[src/rtl/lcd_timing_gen_pkg.sv]
// lcd_timing_pkg: shared definitions for the LCD raster timing generator.
//   state_t      : sequencer states (IDLE / RUN / DRAIN)
//   PAT_*        : pattern_sel codes
//   DEF_*        : default 640x480@60 panel timing (clocks / lines)
package lcd_timing_pkg;

  typedef enum logic [1:0] {
    ST_IDLE  = 2'd0,
    ST_RUN   = 2'd1,
    ST_DRAIN = 2'd2
  } state_t;

  localparam logic [1:0] PAT_PASS  = 2'd0;
  localparam logic [1:0] PAT_BARS  = 2'd1;
  localparam logic [1:0] PAT_GRID  = 2'd2;
  localparam logic [1:0] PAT_CHECK = 2'd3;

  localparam int DEF_H_SYNC  = 96;
  localparam int DEF_H_BACK  = 48;
  localparam int DEF_H_DISP  = 640;
  localparam int DEF_H_FRONT = 16;
  localparam int DEF_V_SYNC  = 2;
  localparam int DEF_V_BACK  = 33;
  localparam int DEF_V_DISP  = 480;
  localparam int DEF_V_FRONT = 10;

endpackage

[src/rtl/lcd_timing_gen_if.sv]
// lcd_timing_gen_if: panel pins plus the pixel-fetch handshake.
//   master : the timing generator (drives panel pins, request/xpos/ypos,
//            frame/line pulses; receives lcd_data)
//   slave  : the frame-buffer reader / panel side
interface lcd_timing_gen_if #(
  parameter int DATA_W = 16,
  parameter int CNT_W  = 11
);
  logic              lcd_dclk;
  logic              lcd_hs;
  logic              lcd_vs;
  logic              lcd_de;
  logic [DATA_W-1:0] lcd_rgb;
  logic              lcd_request;
  logic [CNT_W-1:0]  lcd_xpos;
  logic [CNT_W-1:0]  lcd_ypos;
  logic              lcd_frame_start;
  logic              lcd_line_start;
  logic [DATA_W-1:0] lcd_data;

  modport master (
    output lcd_dclk, lcd_hs, lcd_vs, lcd_de, lcd_rgb,
    output lcd_request, lcd_xpos, lcd_ypos, lcd_frame_start, lcd_line_start,
    input  lcd_data
  );

  modport slave (
    input  lcd_dclk, lcd_hs, lcd_vs, lcd_de, lcd_rgb,
    input  lcd_request, lcd_xpos, lcd_ypos, lcd_frame_start, lcd_line_start,
    output lcd_data
  );
endinterface

[src/rtl/lcd_timing_gen_pattern.sv]
// lcd_pattern_gen: combinational pixel source selection.
//   sel  : pattern code (pass-through / colour bars / grid / checker)
//   x, y : display-area coordinates of the pixel
//   data : user pixel, used only in pass-through
//   pix  : {R,G,B} pixel
module lcd_pattern_gen
  import lcd_timing_pkg::*;
#(
  parameter int R_W    = 5,
  parameter int G_W    = 6,
  parameter int B_W    = 5,
  parameter int H_DISP = 640,
  parameter int CNT_W  = 11,
  localparam int DATA_W = R_W + G_W + B_W
) (
  input  logic [1:0]        sel,
  input  logic [CNT_W-1:0]  x,
  input  logic [CNT_W-1:0]  y,
  input  logic [DATA_W-1:0] data,
  output logic [DATA_W-1:0] pix
);
  localparam int COL_W = H_DISP / 8;

  logic [2:0] bar;
  logic       r_on, g_on, b_on;
  logic       unused_y;

  // checker/grid only look at the low five row bits
  assign unused_y = ^y[CNT_W-1:5];

  always_comb begin
    bar  = 3'(x / CNT_W'(COL_W));
    r_on = 1'b0;
    g_on = 1'b0;
    b_on = 1'b0;
    pix  = data;
    unique case (sel)
      // bar index bits map straight onto inverted channel enables:
      // white, yellow, cyan, green, magenta, red, blue, black
      PAT_BARS: begin
        r_on = ~bar[1];
        g_on = ~bar[2];
        b_on = ~bar[0];
      end
      PAT_GRID: begin
        r_on = (x[3:0] == 4'd0) || (y[3:0] == 4'd0);
        g_on = r_on;
        b_on = r_on;
      end
      PAT_CHECK: begin
        r_on = x[4] ^ y[4];
        g_on = r_on;
        b_on = r_on;
      end
      default: ;
    endcase
    if (sel != PAT_PASS) pix = {{R_W{r_on}}, {G_W{g_on}}, {B_W{b_on}}};
  end
endmodule

[src/rtl/lcd_timing_gen.sv]
// lcd_timing_gen: parametrised raster timing generator and pixel output stage.
//   clk, rst     : pixel clock, synchronous active-high reset
//   en           : run request; dropping it finishes the current frame first
//   pattern_sel  : pixel source, latched at frame start
//   busy         : sequencer not idle
//   bus          : panel pins + pixel-fetch handshake (master side)
// Request for pixel (x,y) in cycle t; lcd_data sampled REQ_LEAD cycles later;
// the registered panel pins for that pixel appear one cycle after that.
module lcd_timing_gen
  import lcd_timing_pkg::*;
#(
  parameter int H_SYNC   = DEF_H_SYNC,
  parameter int H_BACK   = DEF_H_BACK,
  parameter int H_DISP   = DEF_H_DISP,
  parameter int H_FRONT  = DEF_H_FRONT,
  parameter int V_SYNC   = DEF_V_SYNC,
  parameter int V_BACK   = DEF_V_BACK,
  parameter int V_DISP   = DEF_V_DISP,
  parameter int V_FRONT  = DEF_V_FRONT,
  parameter int R_W      = 5,
  parameter int G_W      = 6,
  parameter int B_W      = 5,
  parameter int CNT_W    = 11,
  parameter bit HS_POL   = 1'b0,
  parameter bit VS_POL   = 1'b0,
  parameter int REQ_LEAD = 1,
  localparam int DATA_W  = R_W + G_W + B_W
) (
  input  logic              clk,
  input  logic              rst,
  input  logic              en,
  input  logic [1:0]        pattern_sel,
  output logic              busy,
  lcd_timing_gen_if.master  bus
);
  localparam int H_TOTAL = H_SYNC + H_BACK + H_DISP + H_FRONT;
  localparam int V_TOTAL = V_SYNC + V_BACK + V_DISP + V_FRONT;
  localparam int H_OFF   = H_SYNC + H_BACK;
  localparam int V_OFF   = V_SYNC + V_BACK;

  typedef struct packed {
    logic             hs;
    logic             vs;
    logic             act;
    logic [CNT_W-1:0] x;
    logic [CNT_W-1:0] y;
  } tap_t;

  state_t            state, state_nx;
  logic [CNT_W-1:0]  hcnt, vcnt;
  logic              h_last, v_last, run, act;
  logic [CNT_W-1:0]  x_raw, y_raw;
  tap_t              tap_in;
  tap_t              pipe [1:REQ_LEAD];
  logic [1:0]        pat_q;
  logic [DATA_W-1:0] pix;
  logic              hs_q, vs_q, de_q;
  logic [DATA_W-1:0] rgb_q;

  assign h_last = (hcnt == CNT_W'(H_TOTAL - 1));
  assign v_last = (vcnt == CNT_W'(V_TOTAL - 1));
  assign run    = (state != ST_IDLE);

  always_comb begin
    state_nx = state;
    unique case (state)
      ST_IDLE:  if (en) state_nx = ST_RUN;
      ST_RUN:   if (!en) state_nx = ST_DRAIN;
      ST_DRAIN: begin
        if (en)                  state_nx = ST_RUN;
        else if (h_last && v_last) state_nx = ST_IDLE;
      end
      default:  state_nx = ST_IDLE;
    endcase
  end

  always_ff @(posedge clk) begin
    if (rst) begin
      state <= ST_IDLE;
      hcnt  <= '0;
      vcnt  <= '0;
    end else begin
      state <= state_nx;
      // idle holds the raster at its origin so RUN starts from pixel (0,0)
      if (state == ST_IDLE) begin
        hcnt <= '0;
        vcnt <= '0;
      end else if (h_last) begin
        hcnt <= '0;
        vcnt <= v_last ? '0 : vcnt + 1'b1;
      end else begin
        hcnt <= hcnt + 1'b1;
      end
    end
  end

  // counter-domain view of the current position
  always_comb begin
    act = run
       && (hcnt >= CNT_W'(H_OFF)) && (hcnt < CNT_W'(H_OFF + H_DISP))
       && (vcnt >= CNT_W'(V_OFF)) && (vcnt < CNT_W'(V_OFF + V_DISP));
    x_raw      = act ? hcnt - CNT_W'(H_OFF) : '0;
    y_raw      = act ? vcnt - CNT_W'(V_OFF) : '0;
    tap_in.hs  = run && (hcnt < CNT_W'(H_SYNC));
    tap_in.vs  = run && (vcnt < CNT_W'(V_SYNC));
    tap_in.act = act;
    tap_in.x   = x_raw;
    tap_in.y   = y_raw;
  end

  assign busy                = run;
  assign bus.lcd_request     = act;
  assign bus.lcd_xpos        = x_raw;
  assign bus.lcd_ypos        = y_raw;
  assign bus.lcd_line_start  = run && (hcnt == '0);
  assign bus.lcd_frame_start = run && (hcnt == '0) && (vcnt == '0);
  assign bus.lcd_dclk        = ~clk;

  // delay line aligning sync/act/x/y with the returned lcd_data
  always_ff @(posedge clk) begin
    if (rst) begin
      for (int k = 1; k <= REQ_LEAD; k++) pipe[k] <= '0;
    end else begin
      pipe[1] <= tap_in;
      for (int k = 2; k <= REQ_LEAD; k++) pipe[k] <= pipe[k-1];
    end
  end

  // pattern only switches on frame boundaries so a frame is never mixed
  always_ff @(posedge clk) begin
    if (rst)                      pat_q <= PAT_PASS;
    else if (bus.lcd_frame_start) pat_q <= pattern_sel;
  end

  lcd_pattern_gen #(
    .R_W(R_W), .G_W(G_W), .B_W(B_W), .H_DISP(H_DISP), .CNT_W(CNT_W)
  ) u_pat (
    .sel  (pat_q),
    .x    (pipe[REQ_LEAD].x),
    .y    (pipe[REQ_LEAD].y),
    .data (bus.lcd_data),
    .pix  (pix)
  );

  always_ff @(posedge clk) begin
    if (rst) begin
      hs_q  <= ~HS_POL;
      vs_q  <= ~VS_POL;
      de_q  <= 1'b0;
      rgb_q <= '0;
    end else begin
      hs_q  <= pipe[REQ_LEAD].hs ? HS_POL : ~HS_POL;
      vs_q  <= pipe[REQ_LEAD].vs ? VS_POL : ~VS_POL;
      de_q  <= pipe[REQ_LEAD].act;
      rgb_q <= pipe[REQ_LEAD].act ? pix : '0;
    end
  end

  assign bus.lcd_hs  = hs_q;
  assign bus.lcd_vs  = vs_q;
  assign bus.lcd_de  = de_q;
  assign bus.lcd_rgb = rgb_q;
endmodule

[src/flat_wrapper.sv]
// flat-port wrapper written by rule: the top's interface ports become plain ports
module lcd_timing_gen_flat import lcd_timing_pkg::*;
#(
  parameter int H_SYNC   = DEF_H_SYNC,
  parameter int H_BACK   = DEF_H_BACK,
  parameter int H_DISP   = DEF_H_DISP,
  parameter int H_FRONT  = DEF_H_FRONT,
  parameter int V_SYNC   = DEF_V_SYNC,
  parameter int V_BACK   = DEF_V_BACK,
  parameter int V_DISP   = DEF_V_DISP,
  parameter int V_FRONT  = DEF_V_FRONT,
  parameter int R_W      = 5,
  parameter int G_W      = 6,
  parameter int B_W      = 5,
  parameter int CNT_W    = 11,
  parameter bit HS_POL   = 1'b0,
  parameter bit VS_POL   = 1'b0,
  parameter int REQ_LEAD = 1,
  localparam int DATA_W  = R_W + G_W + B_W
)
  (clk, rst, en, pattern_sel, busy, bus_lcd_dclk, bus_lcd_hs, bus_lcd_vs, bus_lcd_de, bus_lcd_rgb, bus_lcd_request, bus_lcd_xpos, bus_lcd_ypos, bus_lcd_frame_start, bus_lcd_line_start, bus_lcd_data);
  lcd_timing_gen_if #(.DATA_W(16), .CNT_W(CNT_W)) bus_i ();
  input  logic clk;
  input  logic rst;
  input  logic en;
  input  logic [1:0] pattern_sel;
  output logic busy;
  output wire logic [$bits(bus_i.lcd_dclk)-1:0] bus_lcd_dclk;
  output wire logic [$bits(bus_i.lcd_hs)-1:0] bus_lcd_hs;
  output wire logic [$bits(bus_i.lcd_vs)-1:0] bus_lcd_vs;
  output wire logic [$bits(bus_i.lcd_de)-1:0] bus_lcd_de;
  output wire logic [$bits(bus_i.lcd_rgb)-1:0] bus_lcd_rgb;
  output wire logic [$bits(bus_i.lcd_request)-1:0] bus_lcd_request;
  output wire logic [$bits(bus_i.lcd_xpos)-1:0] bus_lcd_xpos;
  output wire logic [$bits(bus_i.lcd_ypos)-1:0] bus_lcd_ypos;
  output wire logic [$bits(bus_i.lcd_frame_start)-1:0] bus_lcd_frame_start;
  output wire logic [$bits(bus_i.lcd_line_start)-1:0] bus_lcd_line_start;
  input wire logic [$bits(bus_i.lcd_data)-1:0] bus_lcd_data;
  assign bus_lcd_dclk = bus_i.lcd_dclk;
  assign bus_lcd_hs = bus_i.lcd_hs;
  assign bus_lcd_vs = bus_i.lcd_vs;
  assign bus_lcd_de = bus_i.lcd_de;
  assign bus_lcd_rgb = bus_i.lcd_rgb;
  assign bus_lcd_request = bus_i.lcd_request;
  assign bus_lcd_xpos = bus_i.lcd_xpos;
  assign bus_lcd_ypos = bus_i.lcd_ypos;
  assign bus_lcd_frame_start = bus_i.lcd_frame_start;
  assign bus_lcd_line_start = bus_i.lcd_line_start;
  assign bus_i.lcd_data = bus_lcd_data;
  lcd_timing_gen #(.H_SYNC(H_SYNC), .H_BACK(H_BACK), .H_DISP(H_DISP), .H_FRONT(H_FRONT), .V_SYNC(V_SYNC), .V_BACK(V_BACK), .V_DISP(V_DISP), .V_FRONT(V_FRONT), .R_W(R_W), .G_W(G_W), .B_W(B_W), .CNT_W(CNT_W), .HS_POL(HS_POL), .VS_POL(VS_POL), .REQ_LEAD(REQ_LEAD)) u_core (.clk(clk), .rst(rst), .en(en), .pattern_sel(pattern_sel), .busy(busy), .bus(bus_i));
endmodule
[config.mk]
export PLATFORM = sky130hd
export DESIGN_NAME = lcd_timing_gen_flat
export DESIGN_NICKNAME = d
export VERILOG_FILES = /design/src/rtl/lcd_timing_gen_pkg.sv /design/src/rtl/lcd_timing_gen_if.sv /design/src/rtl/lcd_timing_gen_pattern.sv /design/src/rtl/lcd_timing_gen.sv /design/src/flat_wrapper.sv
export SDC_FILE = /design/constraint.sdc
export NUM_CORES = 1
export LEC_CHECK = 0
export CAP_MARGIN = 40
export CORE_AREA = 2 2 102 104
export CTS_BUF_LIST = sky130_fd_sc_hd__clkbuf_4
export DETAILED_ROUTE_END_ITERATION = 8
export DIE_AREA = 0 0 104 106
export PLACE_DENSITY_LB_ADDON = 0.05
export SYNTH_ARGS = -nofsm -noshare
export SYNTH_HDL_FRONTEND = slang
export SYNTH_HIERARCHICAL = 1
export SYNTH_SLANG_ARGS = --single-unit
[constraint.sdc]
create_clock -name clk -period 3.5 [get_ports clk]
set_clock_uncertainty 0.1 [all_clocks]
set_input_delay 0.7 -clock clk [delete_from_list [all_inputs] [get_ports clk]]
set_output_delay 0.7 -clock clk [all_outputs]
set_load 0.02 [all_outputs]
==> impl_metrics.tcl <==
set metrics [dict create \
    power.leakage_nw 1.911 \
    vias 3370 \
    pin_count 67 \
    nFillCells 1010 \
    yosys_warnings 6 \
    worst_slack_ps 177.3 \
    grt_pass1_wl_mm 16.83 \
    dr.pass1.iters 4 \
    power_mw 1.397 \
    setup_viol 0 \
    synthCells 452 \
    cts_made_buffers 9 \
    grt_pass1_vias 3299 \
    swShare_pct 27.20 \
    critPathCaptureType "primary output" \
    rr_worst_depth 5 \
    p_switching_mw 0.3801 \
    whs_path_depth 1 \
    rr_endpoint "u_core/vcnt[0]" \
    viasPerCell 5.299 \
    worstPathArrival_ps 2520 \
    core-area_um2 10000 \
    place_congestion 0.8640 \
    status "completed" \
    cpPeakStageDelay_ps 460 \
    cts_tree "yes" \
    grt_usage_pct 18.90 \
    seqPwrFrac_pct 52.9 \
    crit_fanout 11 \
    cp.required_ps 2700 \
    power_density_nw_per_um2 304.7 \
    clockPowerShare_pct 39.6 \
    clkLatencyLatePin_ps 420 \
    finalNetCount 524 \
    drc 0 \
    hold_path_end "u_core/bus.lcd_hs" \
    io_buffers 66 \
    h-tree-depth 3 \
    grt_max_degree 41 \
    timing.hold.ws_ps 297.1 \
    crit_type "flip-flop to primary output" \
    worstMarginPinSlew_ps 739.8 \
    die_w_um 104 \
    comb_power_share_pct 7.4 \
    postSynthNetCount 481 \
    wire_per_inst_um 15.91 \
    slew_headroom_pct 50.35 \
    hpwlAfterDp_mm 7.388 \
    diodes 0 \
    crit_chain "buf_4 -> ha_2 -> or4_1 -> or2_2 -> a2bb2oi_1 -> nor2_1 -> dlygate4sd2_1" \
    drtAntennaViolNets 0 \
    hold_class "flip-flop to flip-flop" \
    cap_violations 0 \
    r2r_start "u_core/hcnt[1]" \
    clock_path_buffers 2 \
    antenna_found_initial 0 \
    cp-start-kind "flip-flop" \
    drv_slew 0 \
    finalHoldViolations 0 \
    fin_util_pct 45.86 \
    drive_gt1_share_pct 10.80 \
    drt-total-wl_mm 10.12 \
    syn_to_final_growth_pct 23.57 \
    synth_area_um2 3711 \
    internal_power_mw 1.017 \
    fin_tns_setup_ps 0 \
    drt-initial-drc-count 180 \
    start_util_pct 37.11 \
    ctsHoldBuffers 0 \
    dp_slack_ps 295.8 \
    syn-mean-instance-area_um2 8.210 \
    peakVddDrop_uv 136.4 \
    die_area_um2 11020 \
    grt_overflow 0 \
    root_buffer "clkbuf_4" \
    min_period_ps 3323 \
    min_period_over_period_pct 94.93 \
    path_clk_slew_ps 120 \
    die_h_um 106 \
    r2r_setup_slack_ps 1040 \
    cp_slowest_cell "or4_1" \
    min-delay-start "u_core/pipe[1][24]" \
    floorplan.rows 37 \
    fmax_ghz 0.3010 \
    cts_setup_buffers 0 \
    rsz0062_at_grt "false" \
]
-- how the worst max path moves through the flow --
stage	slack (ps)	to	startpoint	cells past startpoint
5_1_grt	50	bus_lcd_ypos[10]	u_core/vcnt[0]	7
3_3_place_gp	290	bus_lcd_ypos[10]	u_core/vcnt[0]	7
6_report	180	bus_lcd_ypos[10]	u_core/vcnt[0]	7
4_1_cts	0.6	bus_lcd_ypos[9]	u_core/vcnt[6]	6
2_1_floorplan	720	bus_lcd_xpos[10]	u_core/vcnt[1]	7
3_5_place_dp	300	bus_lcd_ypos[10]	u_core/vcnt[0]	7
-- cell type report --
class | instances | area, um2 | area share (%)
timing repair buffer | 89 | 868.3 | 18.94
clock inverter | 8 | 70.07 | 1.528
tap | 136 | 170.2 | 3.711
clock buffer | 10 | 76.32 | 1.664
multi-input combinational | 313 | 2059 | 44.91
sequential | 64 | 1281 | 27.94
inverter | 16 | 60.06 | 1.310
-- layer usage --
layer	routed length, um	vias to the layer above	track usage, %
met5	0	-	0
met4	161	0	6.178
met3	482	13	4.905
met2	4944	83	31.77
met1	4529	1591	23.64
li1	-	1683	-
-- power groups by stage --
stage / Sequential, mW / Combinational (mW) / Clock, mW
6_report: 0.740 / 0.104 / 0.554
3_3_place_gp: 0.756 / 0.104 / 0.0423
4_1_cts: 0.740 / 0.106 / 0.581
5_1_grt: 0.741 / 0.116 / 0.617
2_1_floorplan: 0.755 / 0.0554 / 0.0205
3_5_place_dp: 0.756 / 0.105 / 0.0423
-- through the flow --
stage	instances	area (um2)
floorplan	452	3711
global placement	618	4399
detailed placement	620	4414
CTS	636	4553
global route	636	4586
finish	636	4586
-- cells in the final DEF, fill, tap and decap left out, drive strengths merged, types with 7 or more instances in the layout --
cell,instances
clkbuf,9
dfxtp,64
nor2,33
buf,24
nand2,30
dlymetal6s2s,11
and2,16
o21ai,17
ha,8
inv,22
nand2b,7
xnor2,17
nor3,22
a21oi,22
clkdlybuf4s50,42
dlygate4sd2,13
nor4,16
or3,7
xor2,7
nand3,12
-- flip-flops by register name, indices dropped and copies added (netlist names) --
| signal | flops |
|---|---|
| u_core/hcnt | 11 |
| u_core/pat_q | 2 |
| u_core/vcnt | 11 |
| u_core/bus.lcd_rgb | 16 |
| u_core/state | 2 |
| u_core/bus.lcd_hs | 1 |
| u_core/pipe | 19 |
| u_core/bus.lcd_de | 1 |
| u_core/bus.lcd_vs | 1 |
-- critical path, delay by kind of cell, from the launching register on --
kind | cells | cell delay (ps)
buffers and inverters | 2 | 520
and+or+nand+nor | 3 | 860
AOI/OAI and AO/OA | 1 | 140
adders and majority gates | 1 | 260
DFF | 1 | 330
-- what timing repair did --
action	in CTS	in global routing
pin swaps	0	0
gates resized for setup	17	12
cloned	0	0
endpoints found under the setup margin	23	11
(Power assumes the default switching activity.)
